**config.mk**
```make
export PLATFORM = sky130hd
export DESIGN_NAME = wb_slave_regmem
export DESIGN_NICKNAME = d
export VERILOG_FILES = /design/src/rtl/wb_slave_regmem.sv
export SDC_FILE = /design/constraint.sdc
export NUM_CORES = 1
export LEC_CHECK = 0
export BUFFER_PORTS_ARGS = -buffer_cell sky130_fd_sc_hd__buf_2
export CAP_MARGIN = 20
export CORE_MARGIN = 2
export CORE_UTILIZATION = 40
export CTS_CLUSTER_SIZE = 20
export DETAILED_ROUTE_END_ITERATION = 6
export SLEW_MARGIN = 25
export SYNTH_ARGS = -nofsm -noshare
export SYNTH_HDL_FRONTEND = slang
export SYNTH_SLANG_ARGS = --single-unit
```
**constraint.sdc**
```tcl
create_clock -name clk_i -period 3.7 [get_ports clk_i]
set_clock_uncertainty 0.15 [all_clocks]
set_input_delay 0.185 -clock clk_i [delete_from_list [all_inputs] [get_ports clk_i]]
set_output_delay 0.185 -clock clk_i [all_outputs]
set_load 0.05 [all_outputs]
```
**src/rtl/wb_slave_regmem.sv**
```systemverilog
// Wishbone classic-cycle slave: DEPTH-word byte-lane register memory with data tags, wait states
// and error termination. Define WB_SLAVE_RTY_EN to answer accesses made during the busy window with rty_o.
//
// state | meaning
// IDLE  | waiting for cyc_i & stb_i; transfer fields latched on accept
// WAIT  | wait-state countdown, or stall until the post-write busy window closes
// TERM  | one-cycle ack_o / err_o / rty_o; writes commit at the end of this cycle
// DONE  | mandatory recovery cycle, stb_i ignored
module wb_slave_regmem #(
  parameter int DATA_W      = 32,
  parameter int SEL_W       = DATA_W / 8,
  parameter int TAG_W       = 4,
  parameter int ADR_W       = 32,
  parameter int DEPTH       = 16,
  parameter int WAIT_STATES = 1,
  parameter int BUSY_CYCLES = 2
) (
  input  logic              clk_i,
  input  logic              rst_i,
  input  logic [ADR_W-1:0]  adr_i,
  input  logic [DATA_W-1:0] dat_i,
  input  logic [SEL_W-1:0]  sel_i,
  input  logic [TAG_W-1:0]  tgd_i,
  input  logic              we_i,
  input  logic              stb_i,
  input  logic              cyc_i,
  output logic [DATA_W-1:0] dat_o,
  output logic [TAG_W-1:0]  tgd_o,
  output logic              ack_o,
  output logic              err_o,
  output logic              rty_o
);
  localparam int IDX_W = $clog2(DEPTH);
  localparam logic [2:0] WAIT_LOAD = (WAIT_STATES > 0) ? 3'(WAIT_STATES - 1) : 3'd0;
  localparam logic [2:0] BUSY_LOAD = 3'(BUSY_CYCLES);

  typedef enum logic [1:0] {ST_IDLE, ST_WAIT, ST_TERM, ST_DONE} state_t;

  state_t            state_q, state_d;
  logic [2:0]        wait_cnt_q, wait_cnt_d;
  logic [2:0]        busy_cnt_q;
  logic              stall_q, stall_d;
  logic              rty_q, rty_d;
  logic              err_q;
  logic              we_q;
  logic [IDX_W-1:0]  idx_q;
  logic [SEL_W-1:0]  sel_q;
  logic [DATA_W-1:0] dat_q;
  logic [TAG_W-1:0]  tgd_q;
  logic [DATA_W-1:0] rd_dat_q;
  logic [TAG_W-1:0]  rd_tgd_q;
  logic [DATA_W-1:0] mem_dat [DEPTH];
  logic [TAG_W-1:0]  mem_tgd [DEPTH];

  logic              accept, dec_err, busy, term, wr_commit, load_rd;
  logic [IDX_W-1:0]  adr_idx, rd_idx;

  assign adr_idx   = adr_i[IDX_W+1:2];
  assign dec_err   = (adr_i[1:0] != 2'b00) || (adr_i[ADR_W-1:IDX_W+2] != '0);
  assign busy      = (busy_cnt_q != 3'd0);
  assign accept    = (state_q == ST_IDLE) && cyc_i && stb_i;
  assign term      = (state_q == ST_TERM) && cyc_i;
  assign wr_commit = term && we_q && !err_q && !rty_q;
  assign load_rd   = (state_d == ST_TERM) && (state_q != ST_TERM);
  // zero-wait accepts go straight to TERM before the latched index exists
  assign rd_idx    = (state_q == ST_IDLE) ? adr_idx : idx_q;

  always_comb begin
    state_d    = state_q;
    wait_cnt_d = wait_cnt_q;
    stall_d    = stall_q;
    rty_d      = rty_q;
    case (state_q)
      ST_IDLE: begin
        if (cyc_i && stb_i) begin
          wait_cnt_d = WAIT_LOAD;
          stall_d    = 1'b0;
          rty_d      = 1'b0;
`ifdef WB_SLAVE_RTY_EN
          if (busy && !dec_err) begin
            rty_d   = 1'b1;
            state_d = ST_TERM;
          end else begin
            state_d = (WAIT_STATES > 0) ? ST_WAIT : ST_TERM;
          end
`else
          if (busy) begin
            stall_d = 1'b1;
            state_d = ST_WAIT;
          end else begin
            state_d = (WAIT_STATES > 0) ? ST_WAIT : ST_TERM;
          end
`endif
        end
      end
      ST_WAIT: begin
        if (!cyc_i) begin
          state_d = ST_IDLE;
          stall_d = 1'b0;
        end else if (stall_q) begin
          // the normal wait states start only once the busy window has closed
          if (!busy) begin
            stall_d    = 1'b0;
            wait_cnt_d = WAIT_LOAD;
            if (WAIT_STATES == 0) state_d = ST_TERM;
          end
        end else if (wait_cnt_q == 3'd0) begin
          state_d = ST_TERM;
        end else begin
          wait_cnt_d = wait_cnt_q - 3'd1;
        end
      end
      ST_TERM: state_d = cyc_i ? ST_DONE : ST_IDLE;
      ST_DONE: state_d = ST_IDLE;
      default: state_d = ST_IDLE;
    endcase
  end

  always_ff @(posedge clk_i or negedge rst_i) begin
    if (!rst_i) begin
      state_q    <= ST_IDLE;
      wait_cnt_q <= '0;
      stall_q    <= 1'b0;
      rty_q      <= 1'b0;
    end else begin
      state_q    <= state_d;
      wait_cnt_q <= wait_cnt_d;
      stall_q    <= stall_d;
      rty_q      <= rty_d;
    end
  end

  always_ff @(posedge clk_i or negedge rst_i) begin
    if (!rst_i) begin
      idx_q <= '0;
      we_q  <= 1'b0;
      sel_q <= '0;
      dat_q <= '0;
      tgd_q <= '0;
      err_q <= 1'b0;
    end else if (accept) begin
      idx_q <= adr_idx;
      we_q  <= we_i;
      sel_q <= sel_i;
      dat_q <= dat_i;
      tgd_q <= tgd_i;
      err_q <= dec_err;
    end
  end

  always_ff @(posedge clk_i or negedge rst_i) begin
    if (!rst_i)             busy_cnt_q <= '0;
    else if (wr_commit)     busy_cnt_q <= BUSY_LOAD;
    else if (busy)          busy_cnt_q <= busy_cnt_q - 3'd1;
  end

  always_ff @(posedge clk_i or negedge rst_i) begin
    if (!rst_i) begin
      rd_dat_q <= '0;
      rd_tgd_q <= '0;
    end else if (load_rd) begin
      rd_dat_q <= mem_dat[rd_idx];
      rd_tgd_q <= mem_tgd[rd_idx];
    end
  end

  always_ff @(posedge clk_i or negedge rst_i) begin
    if (!rst_i) begin
      for (int i = 0; i < DEPTH; i++) begin
        mem_dat[i] <= '0;
        mem_tgd[i] <= '0;
      end
    end else if (wr_commit) begin
      for (int b = 0; b < SEL_W; b++) begin
        if (sel_q[b]) mem_dat[idx_q][8*b +: 8] <= dat_q[8*b +: 8];
      end
      mem_tgd[idx_q] <= tgd_q;
    end
  end

  assign ack_o = term && !err_q && !rty_q;
  assign err_o = term && err_q;
`ifdef WB_SLAVE_RTY_EN
  assign rty_o = term && rty_q;
`else
  assign rty_o = 1'b0;
`endif
  assign dat_o = (ack_o && !we_q) ? rd_dat_q : '0;
  assign tgd_o = (ack_o && !we_q) ? rd_tgd_q : '0;

endmodule

```
# Yosys cells after proc, flatten, opt, wreduce, memory -nomap -nowiden
# Index checks and enable logic that the tools add are counted.
[totals]
reg_bits = 667
input_bits = 77
out_inout_bits = 39
word_cells = 133
[classes]
n_addsub = 2
n_lt_le_gt_ge = 3
n_eq_ne = 9
n_mux = 50
bitwise_logic = 2
reduce_logical = 23
[ops]
columns = ["cell", "n"]
rows = [
  ["two-way mux 512 bit", 7],
  ["bitwise mux 512 bit", 4],
  ["demux 32 bit (select 4 bit)", 4],
  ["binary-select mux 32 bit (select 4 bit)", 1],
  ["two-way mux 32 bit", 4],
  ["bitwise mux 64 bit", 1],
  ["nonzero test 26 bit", 1],
  ["two-way mux 24 bit", 1],
  ["two-way mux 3 bit", 7],
  ["two-way mux 4 bit", 5],
  ["binary-select mux 4 bit (select 4 bit)", 1],
  ["demux 4 bit (select 4 bit)", 1],
  ["two-way mux 16 bit", 1],
  ["logical AND 1 bit", 11],
  ["greater-or-equal comparator 5 bit (second input constant)", 2],
  ["two-way mux 2 bit", 5],
  ["inverter 4 -> 5 bit", 2],
  ["two-way mux 8 bit", 1],
  ["one-hot mux 2 bit (4 select lines)", 1],
  ["equality test 2 bit (second input constant)", 3],
  ["!= test 3 bit (second input constant)", 2],
  ["one-hot mux 3 bit (2 select lines)", 1],
  ["nonzero test 2 bit", 3],
  ["subtractor 3 x 1 -> 3 bit (second input constant)", 2],
  ["other kinds (13)", 18],
]

# Depth between registers and ports, before layout
# Gate-level depths: netlist of run 1.
[logic_depth]
depth_word = 16
ltp_mapped = 10
ltp_nobuf = 7

# Worst setup path after synthesis of run 1
# OpenSTA, ideal clock, no wires.
[synth_timing]
kind = "reg2reg"
start = "register state_q[0]"
end = "register mem_dat[248] in the netlist's numbering"
setup_time_ps = 125
t_arrival_ps = 2315
t_required_ps = 3425
slack_ps = 1110
stages_incl_launch_ff = 8
n_path_buf = 2
synth_period_minus_slack_ps = 2590
cell_sequence = "dfrtp_1 buf_6 and4bb_2 nand2_2 or4_4 buf_12 nor2_8 mux2_4"
[synth_between]
elab_chain_len = 4
[synth_rtl]
columns = ["element", "line", "source"]
rows = [
  ["start: declaration", "39", "state_t state_q, state_d;"],
  ["start signal: assignment", "126", "state_q <= state_d;"],
  ["equality test 2 bit", "62", "assign term = (state_q == ST_TERM) && cyc_i;"],
  ["logical AND 1 bit", "62", ""],
  ["logical AND 1 bit (2 in series)", "63", "assign wr_commit = term && we_q && !err_q && !rty_q;"],
  ["end signal: indexed assignment", "175", "if (sel_q[b]) mem_dat[idx_q][8*b +: 8] <= dat_q[8*b +: 8];"],
  ["end: declaration", "52", "logic [DATA_W-1:0] mem_dat [DEPTH];"],
]
# Every way passes these cells.
# A chain may end at the register's enable or synchronous reset.

# Final worst setup path of run 1
[layout_timing]
start = "register err_q"
end = "output dat_o[3]"
[layout_between]
elab_chain_len = 4
[layout_rtl]
columns = ["element", "line", "source"]
rows = [
  ["start: declaration", "44", "logic err_q;"],
  ["start signal: assignment", "147", "err_q <= dec_err;"],
  ["logical NOT 1 bit", "181", "assign ack_o = term && !err_q && !rty_q;"],
  ["logical AND 1 bit", "181", ""],
  ["logical AND 1 bit", "188", "assign dat_o = (ack_o && !we_q) ? rd_dat_q : '0;"],
  ["two-way mux 32 bit", "188", ""],
  ["end: declaration", "27", "output logic [DATA_W-1:0] dat_o,"],
]
# Every way passes these cells.

==> results of run 1 <==
power by group through the flow:
| stage | Clock, uW | Sequential [uW] | Combinational (uW) |
|---|---|---|---|
| after detailed placement | 0 | 9220 | 4970 |
| after global routing | 7880 | 9200 | 5400 |
| after CTS | 7570 | 9090 | 5030 |
| after floorplan | 0 | 8210 | 3510 |
| after global placement | 0 | 9190 | 4880 |
| final | 7420 | 9090 | 5100 |
cells by family after synthesis:
family / count (synthesis) / share of synthesized area (%)
adders and majority gates: 4 / 0.152
DFF: 667 / 50.6
other: 1 / 0.0114
AOI/OAI and AO/OA: 392 / 7.78
buffers and inverters: 227 / 2.94
muxes: 774 / 26.3
xor gates and xnor gates: 1 / 0.0266
and+or+nand+nor: 677 / 12.2
per-stage QoR:
step	util [%]	instances	total power, uW	cell area (um2)	hold WS [ns]
after floorplan	-	2743	11700	33000	-0.261
after global placement	42.5	3771	14100	34800	-0.0190
after detailed placement	42.5	3772	14200	34800	-0.0197
after CTS	46.1	3953	21700	37800	0.141
after global routing	46.2	3954	22500	37800	0.162
final	46.2	3954	21600	37800	0.133
state kept, by name (all words and copies together), names as in the netlist:
name        flops
rd_dat_q       32
stall_q         1
idx_q           4
mem_tgd        64
rd_tgd_q        4
busy_cnt_q      3
mem_dat       512
wait_cnt_q      3
state_q         2
tgd_q           4
we_q            1
dat_q          32
sel_q           4
err_q           1
cell type report:
cell class / instances / area (um2) / share of cell area [%]
multi-input combinational: 1849 / 15400 / 40.9
sequential: 667 / 16700 / 44.2
tap: 1070 / 1340 / 3.54
clock buffer: 110 / 2250 / 5.96
inverter: 7 / 26.3 / 0.0695
clock inverter: 19 / 191 / 0.507
timing repair buffer: 232 / 1850 / 4.89
cells in the final DEF, fill, tap and decap left out, types with 17 or more instances in the layout:
master,instances
sky130_fd_sc_hd__mux2_2,558
sky130_fd_sc_hd__dfrtp_1,666
sky130_fd_sc_hd__a31oi_1,34
sky130_fd_sc_hd__nand2_1,100
sky130_fd_sc_hd__nand3_1,322
sky130_fd_sc_hd__nand4_1,19
sky130_fd_sc_hd__buf_12,17
sky130_fd_sc_hd__and2_1,37
sky130_fd_sc_hd__mux2_1,122
sky130_fd_sc_hd__o2111ai_1,28
sky130_fd_sc_hd__nand2b_1,66
sky130_fd_sc_hd__o211ai_1,112
sky130_fd_sc_hd__clkbuf_16,77
sky130_fd_sc_hd__o21ai_0,166
sky130_fd_sc_hd__buf_4,49
sky130_fd_sc_hd__mux2i_1,77
sky130_fd_sc_hd__nor2_4,47
sky130_fd_sc_hd__dlygate4sd3_1,51
sky130_fd_sc_hd__clkbuf_8,20
sky130_fd_sc_hd__buf_2,112
final timing paths:
path                                               start                        to  slack (ns)  cells past startpoint
worst max-delay path                   err_q$_DFFE_PN0P_                  dat_o[3]        0.63                      5
worst min-delay path                               rst_i  mem_dat[345]$_DFFE_PN0P_        0.13                      3
worst max register to register      state_q[1]$_DFF_PN0_  rd_dat_q[22]$_DFFE_PN0P_        0.72                      7
worst min register to register  mem_dat[231]$_DFFE_PN0P_  mem_dat[231]$_DFFE_PN0P_        0.33                      1
max in group asynchronous                          rst_i  mem_dat[292]$_DFFE_PN0P_        2.53                      3
min in group clk_i                              dat_i[2]      dat_q[2]$_DFFE_PN0P_        0.19                      3
per-layer routing:
layer	GRT usage, %	part of all wire, %	up-vias
li1	-	-	10300
met1	32.0	44	12300
met2	36.7	47	837
met3	3.21	6.1	181
met4	8.44	3.1	0
met5	0	0	-
tightest hold or removal path: cells and delay by family:
kind / cells / cell delay [ns]
buffers and inverters: 3 / 1.05
repair_timing:
item,in CTS,in global routing
endpoints found under the hold margin,717,0
gates resized for setup,0,0
hold buffers,52,0
setup endpoints to repair,0,0
==> summary by stage, run 1 <==
Run status
The flow ran to the end, and the final reports show no timing, DRC or antenna violations.

Timing
Setup repair after global routing left no endpoint under its margin. The count of endpoints failing setup in the final report is 0. The slew of the pin with the lowest slew margin is between 1 and 1.5 ns. The final total negative setup slack is 0 ns. The clock period minus worst slack is 3.07 ns. The number of endpoints with negative hold slack in the final report was 0. Across all setup checks in the final design, the least slack found is 0.631 ns. The final-report max-slew violation count is 0. Measured against its own limit, the worst slew margin works out to 32.6%. The highest achievable clock rate is approximately 330 MHz. The final cycle utilization of the critical path is 82.9%.

Die
In this run the core area contains 105 standard-cell rows. The initial utilization of the core area, before any placement, comes to between 40% and 50%. For this design the top-level I/O count stands at 116. The area inside the core boundary is 81,800 um2.

The die area is 84,800 um2. From left edge to right edge, the die measures a little under 300 um. The chip height is slightly below 300 um.

Logic synthesis
During synthesis, Yosys emitted a total of 0 warnings. Synthesis produced 2,743 cells. The area share of the largest cell type after synthesis is 50.6%. By area the synthesized netlist is led by sky130_fd_sc_hd__dfrtp_1, sky130_fd_sc_hd__mux2_2, sky130_fd_sc_hd__nand3_1, sky130_fd_sc_hd__mux2_1, sky130_fd_sc_hd__o211ai_1. Counting distinct cell types in the post-synthesis netlist gives 63. After synthesis, flip-flops and latches occupy 50.6% of the total area. After synthesis, the most frequently instantiated cells are sky130_fd_sc_hd__dfrtp_1, sky130_fd_sc_hd__mux2_2, sky130_fd_sc_hd__nand3_1.

The most repeated cell in the gate-level netlist after synthesis is sky130_fd_sc_hd__dfrtp_1. The number of flops mapped to enable cells by yosys is 0. The synthesized area per cell is 12.0 um2. The most used flip-flop cell after synthesis is sky130_fd_sc_hd__dfrtp_1. The cell area that synthesis handed to floorplanning was approximately 33,000 um2. The share of synthesized registers carrying an async set or reset is between 90% and 100%.

The biggest area consumer among synthesized cells is sky130_fd_sc_hd__dfrtp_1. The post-synthesis sequential element count is 667. When the netlist entered floorplanning its net count stood at 2,824.

Clock tree
The H-tree level count is 3. For the worst-skew pair, the clock arrives at the later sink with an insertion delay of 0.61 ns. The CTS buffer count is between 70 and 80. The clock net in this run drives a total of 667 sinks. The buffers inserted during post-CTS setup optimization is 0. The cell chosen for the clock root is sky130_fd_sc_hd__clkbuf_16. TritonCTS built the clock tree. The clock transition at the register clock pins on the worst setup and hold paths after CTS is 0.06 ns. The number of buffers between clock root and the deepest sink is 3.

Setup path
The worst-path cell with the longest stage delay is sky130_fd_sc_hd__nor2b_4. The required time of the worst setup path is 3.37 ns. The largest fanout on the critical path is 14.

Traced cell by cell, the critical path runs through and4bb_2, nor2b_4, buf_4, and2_1, buf_2. The type of element capturing the critical path is a primary output. At the worst endpoint, the arrival time is 2.73 ns. For this run, the slowest stage of the critical path takes 0.46 ns.

STA classifies the critical path startpoint as a flip-flop. The path type of the worst setup path is flip-flop to primary output. The buffering stage count on the worst path with inverters included is 2. The cell family contributing the most delay on the critical path is simple AND/OR/NAND/NOR gates.

Routing
For this block, the initial DRC count from the detailed router was approximately 1,700. Summing over every cut layer, the via total after detailed routing is 23,600. After detailed routing, the number of remaining DRC violations is 0.

Wires add up to 97,400 um. The number of search-and-repair iterations in the first detailed-routing pass is 5. The wire length per cell after detailed routing is 24.6 um. Using the TritonRoute via totals, the vias-per-cell ratio works out to around 6. The post-route antenna net violation count is 0.

Final layout
The area growth from synthesis to layout is 14.6%. The layout filler cell count is 7,248. For this run, the post-layout net count is 2,910. Cells with a size suffix above 1 make up roughly a third of the layout. The repair_antennas step left the layout with diodes totalling 0.

GRT
The wire length of the first global-routing pass is 152,000 um. The total global-route track usage is 23.0%. The number of antenna violations at the first check in global routing came to 0. Entering global routing, the biggest net connects about 170 pins. Summed over all layers, the global routing overflow is 0. The number of global-route vias before repair is 24,500.

Placement
Before CTS, the worst setup slack after placement is 0.754 ns. After legalization and detailed placement, the total HPWL measured 59,500 um. The final weighted congestion in routability-driven placement is 0.825. Port buffering added 114 buffers.

Hold path
The worst min-delay path category is primary input to asynchronous set/reset pin.

Power
IR analysis of the VDD net gives a maximum drop of 0.000479 V. Summed over all cells, the static leakage comes to 0.0175 uW. Dividing total power by cell area gives a power density of 572 nW/um2. In this run, the clock network consumes around a third of the power. The internal power is 13,700 uW. The fraction of power consumed by combinational cells is 23.6%.

The fraction of power spent switching nets is 36.5%. The fraction of power consumed by sequential logic is a little over two fifths. The reported net switching power is 7880 uW.

Job
The number of max-cap violations is 0.
No activity file was read; power rests on OpenSTA's default activity.
==> inputs of run 2 (changes only) <==
Clock period 3.7 ns to 3 ns, I/O delays scaled along.
==> summary by stage, run 2 (synthesized netlist as in run 1, its figures left out) <==
Final layout
The most common cell after layout, fill and taps aside is sky130_fd_sc_hd__dfrtp_1. The register with the most flip-flops is mem_dat. The largest registers in the layout are mem_dat x512, mem_tgd x64. The fraction of final layout cells sized beyond drive strength 1 is 33.8% (+0.46 points). The library cells used most frequently in the layout, excluding fill and tap cells, are sky130_fd_sc_hd__dfrtp_1, sky130_fd_sc_hd__mux2_2, sky130_fd_sc_hd__nand3_1.

The antenna cell count is 0 (unchanged). The flip-flop count of the largest register, all copies and words added is 512 (unchanged). The number of nets at the end of the flow was 2,930 (+0.69%). The area growth from synthesis to layout is 15.3%.

Setup path
The arrival time of the worst setup path is 3.26 ns (+0.53 ns). The path type of the worst setup path is flip-flop to flip-flop. The required time of the worst setup path is 3.39 ns (+0.02 ns).

The largest fanout on the critical path is 21 (+7). The startpoint identified for the worst register-to-register timing path is state_q[1]$_DFF_PN0_. The register-to-register setup slack is 0.13 ns (-0.59 ns).

The number of cells on the worst reg-to-reg path came to 6 (-1). The type of element capturing the critical path is a flip-flop. The worst setup path is launched from a flip-flop. The destination of the worst register-to-register timing path is rd_dat_q[17]$_DFFE_PN0P_.

Clock tree
The insertion delay to the later sink of the worst-skew pair is 0.62 ns (about the same). The clock transition at the register clock pins on the worst setup and hold paths after CTS is 0.06 ns (about the same). TritonCTS built the clock tree.

Clock tree synthesis selected as its root buffer the cell sky130_fd_sc_hd__clkbuf_16. The TritonCTS sink count is 667 (unchanged). The number of buffers between clock root and the deepest sink came to 3 (unchanged). The H-tree level count is 3 (unchanged). The CTS buffer count was 74 (+2.8%).

Power
The fraction of power consumed by combinational cells was 24.0% (+0.4 points). The fraction of power consumed by sequential logic is 41.4% (-0.7 points). The worst ir drop on vdd is 0.000483 V (+0.70%). The cell area power density is 706 nW/um2 (+23%).

The clock group share of total power is 34.7% (+0.4 points). The cell leakage power is 0.0176 uW (+0.73%). The fraction of power spent switching nets is 35.9% (-0.57 points). The internal power is 17,200 uW (+25%). The reported net switching power came to 9630 uW (+22%).

Job
The number of max-cap violations is 0 (unchanged).

Timing
Dividing the final minimum period by the clock period gives between 90 and 100%. The smallest hold slack is 0.110 ns (-0.0229 ns). The clock period could shrink to 2.87 ns. The count of endpoints failing setup in the final report is 0 (unchanged). Setup repair after global routing left no endpoint under its margin. The final total negative setup slack is 0 ns (unchanged).

The highest achievable clock rate is ~350 MHz. The number of endpoints with negative hold slack in the final report is 0 (unchanged). The slew of the pin with the lowest slew margin is 0.910 ns (-0.0986 ns). The worst slew slack as a fraction of its limit came to 39.3% (+6.7 points). The final-report max-slew violation count is 0 (unchanged).

GRT
The total global-route track usage came to 22.7% (-0.30 points). The overall overflow remaining after global route is 0 (unchanged). The wire length of the first global-routing pass is 150,000 um (-1.6%).

The number of global-route vias before repair is 24,200 (-1.2%). The maximum number of pins on one net before global-route repair is 128 (-22%). The number of antenna violations at the first check in global routing came to 0 (unchanged).

Routing
The DRC marker count from the first detailed-route iteration came to 1,668 (-1.4%). The wire length per cell after detailed routing is 24.4 um (-1.1%). The number of vias per cell after detailed routing was 5.91 (-0.91%). The post-route antenna net violation count is 0 (unchanged). The final routed wirelength across all metal layers is 96,800 um (-0.59%). The number of search-and-repair iterations in the first detailed-routing pass is 5 (unchanged). The total via count after detailed routing is 23,500 (-0.41%). The detailed-route DRC error count was 0 (unchanged).

Die
The row count came to 105 (unchanged). The die boundary width is 291 um (unchanged). The area inside the core boundary is 81,800 um2 (unchanged). The die area is 84,800 um2 (unchanged). The chip height is 291 um (unchanged). The I/O pin total was 116 (unchanged). The starting utilization of the core area is 40.3% (unchanged).

Placement
The HPWL after detailed placement is 59,200 um (-0.48%). The number of buffer cells added on primary ports is 114 (unchanged). The final weighted congestion in routability-driven placement is 0.790 (-4.3%).

Run status
The flow ran to the end, and the final reports show no timing, DRC or antenna violations.

Hold path
The worst min-delay path category is primary input to asynchronous set/reset pin.
run 2: power groups by stage:
stage               combinational [uW]  sequential (uW)  clock, uW
CTS                               6400            11100       9470
global placement                  6230            11200          0
detailed placement                6310            11200          0
global route                      6830            11200       9850
floorplan                         4330            10100          0
finish                            6430            11100       9300
run 2: worst max path at each step:
| stage | end | slack [ns] | start | cells past startpoint |
|---|---|---|---|---|
| 2_1_floorplan | mem_dat[248]$_DFFE_PN0P_ | 0.41 | state_q[0]$_DFF_PN0_ | 7 |
| 6_report | rd_dat_q[17]$_DFFE_PN0P_ | 0.13 | state_q[1]$_DFF_PN0_ | 6 |
| 3_5_place_dp | rd_dat_q[17]$_DFFE_PN0P_ | 0.21 | state_q[1]$_DFF_PN0_ | 6 |
| 3_3_place_gp | rd_dat_q[17]$_DFFE_PN0P_ | 0.11 | state_q[0]$_DFF_PN0_ | 7 |
| 5_1_grt | rd_dat_q[19]$_DFFE_PN0P_ | 0.07 | state_q[1]$_DFF_PN0_ | 6 |
| 4_1_cts | rd_dat_q[19]$_DFFE_PN0P_ | 0.18 | state_q[1]$_DFF_PN0_ | 6 |
run 2: area by class of cell:
type / instances / area [um2]
clock buffer: 114 / 2330
clock inverter: 17 / 170
fill: 7298 / 43800
inverter: 7 / 26.3
multi-input combinational: 1849 / 15400
sequential: 667 / 16700
tap: 1070 / 1340
timing repair buffer: 250 / 2030
run 2: timing repair:
| item | CTS | global route |
|---|---|---|
| gates resized for setup | 0 | 0 |
| buffers inserted | 0 | 0 |
| hold endpoints to repair | 591 | 0 |
| hold buffers | 52 | 0 |
run 2: layer usage:
| metal | part of all wire [%] | wire, um | up-vias | track usage (%) |
|---|---|---|---|---|
| li1 | - | - | 10300 | - |
| met2 | 47 | 45600 | 839 | 37.1 |
| met4 | 3.1 | 3030 | 0 | 8.21 |
| met5 | 0 | 0 | - | 0 |
| met3 | 5.6 | 5420 | 181 | 3.18 |
| met1 | 44 | 42700 | 12200 | 30.8 |
run 2: critical path: stages, from the launching register on:
cell,delay [ns]
sky130_fd_sc_hd__dfrtp_1,0.47
sky130_fd_sc_hd__buf_4,0.21
sky130_fd_sc_hd__or3b_1,0.42
sky130_fd_sc_hd__a2111o_2,0.80
sky130_fd_sc_hd__a31oi_1,0.43
sky130_fd_sc_hd__nand4_1,0.18
sky130_fd_sc_hd__o211ai_1,0.12
run 2: metrics by stage:
step	total power (uW)	cell area [um2]	utilization, %	setup slack [ns]	cells
2_1_floorplan	14400	33000	-	0.410	2743
3_3_place_gp	17400	35000	42.7	0.106	3789
3_5_place_dp	17500	35000	42.8	0.205	3791
4_1_cts	26900	38000	46.5	0.179	3974
5_1_grt	27900	38000	46.5	0.0682	3974
6_report	26800	38000	46.5	0.127	3974
